==> src/rtl/branch_resolve_pkg.sv <==
// Shared pipeline definitions for the Execute-stage branch resolution unit:
// default widths and the Decode-to-Execute branch record.
package branch_resolve_pkg;

  localparam int DEF_IDX_W = 6;
  localparam int DEF_PC_W  = 32;
  localparam int DEF_CNT_W = 16;

  typedef struct packed {
    logic                 valid;
    logic                 pred;
    logic [DEF_IDX_W-1:0] addr;
    logic [DEF_PC_W-1:0]  pc_plus4;
    logic [DEF_PC_W-1:0]  target;
  } br_fields_t;

  localparam br_fields_t BR_BUBBLE = '0;

endpackage

==> src/rtl/sat_counter.sv <==
// Enable-increment counter that sticks at all-ones instead of wrapping.
module sat_counter #(
  parameter int W = 16
) (
  input  logic         clk,
  input  logic         rst_n,
  input  logic         en,
  output logic [W-1:0] count
);

  localparam logic [W-1:0] ONE = {{(W-1){1'b0}}, 1'b1};

  // NOTE: sequential state uses non-blocking (<=) so every flop samples
  // pre-edge values regardless of block evaluation order.
  always_ff @(posedge clk or negedge rst_n) begin
    if (!rst_n) begin
      count <= '0;
    end else if (en && (count != '1)) begin
      count <= count + ONE;
    end
  end

endmodule

==> src/rtl/branch_resolve.sv <==
// Execute-stage branch resolution: checks the 1-bit prediction against the
// real outcome, updates branch history, redirects fetch and keeps statistics.
module branch_resolve
  import branch_resolve_pkg::*;
#(
  // IDX_W and PC_W must match the package record widths.
  parameter int IDX_W = DEF_IDX_W,
  parameter int PC_W  = DEF_PC_W,
  parameter int CNT_W = DEF_CNT_W
) (
  input  logic             clk,
  input  logic             rst_n,
  input  logic             stallE,
  input  logic             flushE,
  input  logic             branchD,
  input  logic             predD,
  input  logic [IDX_W-1:0] addrD,
  input  logic [PC_W-1:0]  pcPlus4D,
  input  logic [PC_W-1:0]  targetD,
  input  logic             takenE,
  output logic             predTakenD,
  output logic             we,
  output logic             wd,
  output logic [IDX_W-1:0] addrE,
  output logic             mispredE,
  output logic [PC_W-1:0]  redirectPC,
  output logic             flushD,
  output logic [CNT_W-1:0] brCount,
  output logic [CNT_W-1:0] missCount
);

  br_fields_t e_q;
  br_fields_t e_d;
  logic       v_e;

  // A stalled branch is held, not resolved; it resolves on its first free cycle.
  assign v_e = e_q.valid & ~stallE;

  assign we         = v_e;
  assign wd         = takenE;
  assign addrE      = e_q.addr;
  assign mispredE   = v_e & (e_q.pred ^ takenE);
  assign redirectPC = takenE ? e_q.target : e_q.pc_plus4;
  assign flushD     = mispredE;

  // The history memory only commits at the edge, so a Decode read of the
  // entry being written this cycle must see the new value directly.
  assign predTakenD = (we && (addrE == addrD)) ? wd : predD;

  // NOTE: e_d gets a full default before any branch, so no path leaves it
  // unassigned and no latch is inferred.
  always_comb begin
    e_d = e_q;
    if (!stallE) begin
      if (flushE || mispredE) begin
        // Squash: the instruction behind a mispredicted branch is wrong-path.
        e_d = BR_BUBBLE;
      end else begin
        e_d.valid    = branchD;
        e_d.pred     = predTakenD;
        e_d.addr     = addrD;
        e_d.pc_plus4 = pcPlus4D;
        e_d.target   = targetD;
      end
    end
  end

  always_ff @(posedge clk or negedge rst_n) begin
    if (!rst_n) begin
      e_q <= BR_BUBBLE;
    end else begin
      e_q <= e_d;
    end
  end

  sat_counter #(.W(CNT_W)) u_br_count (
    .clk   (clk),
    .rst_n (rst_n),
    .en    (v_e),
    .count (brCount)
  );

  sat_counter #(.W(CNT_W)) u_miss_count (
    .clk   (clk),
    .rst_n (rst_n),
    .en    (mispredE),
    .count (missCount)
  );

endmodule
==> config.mk <==
export PLATFORM = sky130hd
export DESIGN_NAME = branch_resolve
export DESIGN_NICKNAME = d
export VERILOG_FILES = /design/src/rtl/branch_resolve_pkg.sv /design/src/rtl/sat_counter.sv /design/src/rtl/branch_resolve.sv
export SDC_FILE = /design/constraint.sdc
export NUM_CORES = 1
export LEC_CHECK = 0
export BUFFER_PORTS_ARGS = -buffer_cell sky130_fd_sc_hd__buf_2
export CORE_MARGIN = 2
export CORE_UTILIZATION = 51
export CTS_CLUSTER_SIZE = 12
export DETAILED_ROUTE_END_ITERATION = 12
export GPL_TIMING_DRIVEN = 0
export HOLD_SLACK_MARGIN = 0.05
export PLACE_DENSITY = 0.88
export SYNTH_ARGS = -nofsm -noshare
export SYNTH_HDL_FRONTEND = slang
export SYNTH_SLANG_ARGS = --single-unit
==> constraint.sdc <==
create_clock -name clk -period 3.65 [get_ports clk]
set_clock_uncertainty 0.2 [all_clocks]
set_input_delay 0.365 -clock clk [delete_from_list [all_inputs] [get_ports clk]]
set_output_delay 0.365 -clock clk [all_outputs]
set_load 0.01 [all_outputs]
==> impl_metrics.ini <==
[status]
status = complete, no violations

[global_route]
grt_pass1_vias = 4317
grt_max_degree = 64
grt_pass1_wl_um = 21400
overflow = 0
grtUsageTotal_pct = 27.0
antenna_found_initial = 0

[layout]
regArea_mm2 = 0.00260
multi_input_area_mm2 = 0.00196
num-fill-cells = 581
finalNonFillerCells = 718
mostFrequentLayoutCells = buf_2, dfrtp_1, a22o_1, dlygate4sd3_1, mux2_2
fin_util_pct = 71.8
diodes = 0
drive_gt1_share_pct = 38.1
design_area_mm2 = 0.00657
final_nets = 682
area_growth_pct = 37.7
final_common_cell = buf_2

[clocking]
insertion_delay_ns = 0.36
max-clock-path-buffers = 2
cts_resized = 0
clk_pin_slew_ns = 0.10
cts_tree = done
clock-root-buffer = clkbuf_8
clkSinkCount = 104
htreeDepth = 3
cts_made_buffers = 9
ctsHoldBuffers = 70
postCtsSetupRepairBufs = 0

[placement]
port_buffers = 150
gp_congestion = 0.840
postPlaceCellArea_mm2 = 0.00569
place_inst = 633
dp_hpwl_um = 8480
pre_cts_slack_ns = 1.27

[sta]
period_share_pct = 74.5
worst_slew_pin_slew_ns = 0.689
finalSetupTns_ns = 0
fin_crit_ns = 2.72
grt_setup_unrepaired = no
clock.fmax_mhz = 368
worst_slack_ns = 0.932
hold-worst-slack_ns = 0.0759
maxSlewHeadroom_pct = 53.9
setup_viol = 0
finalHoldViolations = 0
timing.final.max_slew_violations = 0

[drt]
ant_nets = 0
vias = 4124
drt_iter0_drc = 132
drc = 0
drt_wl_total_um = 13300
drtPass1Iterations = 4
wl_per_cell_um = 18.5
viasPerCell = 5.74

[setup_path]
reg2reg_slack_ns = 1.65
cp_max_fo = 2
cp-end-kind = output pin
r2r_cells = 6
timing.rr.start = u_br_count.count[1]
crit_path_cell_trace = dlygate4sd3_1, buf_2, xnor2_1, nand4_1, or2_2, mux2_2, buf_2
regToRegEndpoint = u_br_count.count[14]
critPathMaxStageDelay_ns = 0.56
critPathLaunchType = input pin
crit_type = in2out
cpMostUsedCell = buf_2
cpMaxStageDelayCell = dlygate4sd3_1
cp.required_ns = 3.08
arrival_ns = 2.15

[synthesis]
synth-seq-cells = 104
ys.flop_type = dfrtp_1
ys_warn_count = 0
syn_area_mm2 = 0.00477
synthTopCellsByArea = dfrtp_1, a22o_1, mux2_2
synth_top_cell_area_share_pct = 54.5
synth_edf_count = 0
synth_top_cell_by_area = dfrtp_1
synthesis.nets = 450
async_flop_share_pct = 100
ys_seq_area_share_pct = 54.5
synthCells = 371
ys_types = 41
avgSynthCellArea_um2 = 12.9

[worst_hold_path]
hold_depth = 2
min_from = addrD[3]
holdPathEnd = addrE[3]
hold_class = in2reg

[pwr]
p_per_area_mw_per_mm2 = 395
internal-power_mw = 1.82
p_switching_uw = 782
swShare_pct = 30.1
seq_power_share_pct = 52.9
clkPwrFrac_pct = 25.5
leakage_nw = 3.39
power_frac_comb_pct = 21.6
ir_drop_mv = 0.198
power.total_mw = 2.60

[die]
core_mm2 = 0.00915
initial_utilization_pct = 52.1
floorplan.die_area_mm2 = 0.0101
die_w_um = 101
fp-row-count = 35
boundaryPins = 152
die_h_um = 101

[job]
maxCapViolations = 0
-- sequential cells by signal, summed over array words and instances, names as in the netlist --
signal and count:
addrE 6, e_q 66, u_br_count.count 16, u_miss_count.count 16
-- cells in the mapped netlist (2+ instances only) --
master	instances
and2_1	3
o211ai_1	2
inv_1	4
nor4_1	4
nor2_1	5
a22o_1	71
and3_1	4
xor2_1	21
and4_1	2
buf_4	8
nor3_1	7
a31oi_1	2
buf_6	8
mux2_2	34
a211oi_1	6
nand2_1	15
clkbuf_1	11
nor4_4	2
nand3_1	12
a21oi_1	6
xnor2_1	13
ha_1	2
nand4_1	8
dfrtp_1	104
-- area by class of cell --
cell class              count  share of cell area [%]
multi-input cells         235                    29.8
repair buffers            221                    22.5
clock inverters             6                   0.819
flip-flops and latches    104                    39.6
well taps                 111                    2.11
clock buffers               9                    1.89
inverters                   4                   0.229
plain buffers              28                    2.99
-- worst max path at each step --
stage	start	endpoint	cells past startpoint
2_1_floorplan	stallE	predTakenD	5
3_3_place_gp	rst_n	e_q[57]	1
3_5_place_dp	stallE	predTakenD	7
4_1_cts	addrD[5]	predTakenD	7
5_1_grt	addrD[5]	predTakenD	7
6_report	addrD[5]	predTakenD	7
-- power groups by stage --
stage / sequential (mW) / combinational, mW / clock (mW)
2_1_floorplan: 1.38 / 0.268 / 0
3_3_place_gp: 1.38 / 0.473 / 0
3_5_place_dp: 1.39 / 0.494 / 0
4_1_cts: 1.37 / 0.553 / 0.682
5_1_grt: 1.39 / 0.613 / 0.721
6_report: 1.37 / 0.562 / 0.662
-- routing by layer --
layer	track usage, %	vias up	part of all wire (%)
met4	9.69	0	1.7
met2	46.5	169	51
met1	32.9	2089	41
li1	-	1846	-
met5	0	-	0
met3	6.93	20	6.2
-- cells by family (layout without fill, tap and decap cells) --
family	after synthesis	after routing	share of synthesized area, %
and+or+nand+nor	72	72	9.39
DFF	104	104	54.5
xor gates and xnor gates	35	35	6.58
AOI/OAI and AO/OA	91	91	16.2
adders and majority gates	2	2	0.524
buffers and inverters	32	268	4.43
muxes	35	35	8.34
-- critical path, delay by kind of cell --
kind	cells	cell delay (ns)
muxes	1	0.28
buffers and inverters	3	0.85
and+or+nand+nor	2	0.45
xor gates and xnor gates	1	0.21
Note: power is estimated with default switching activity, not from simulation.
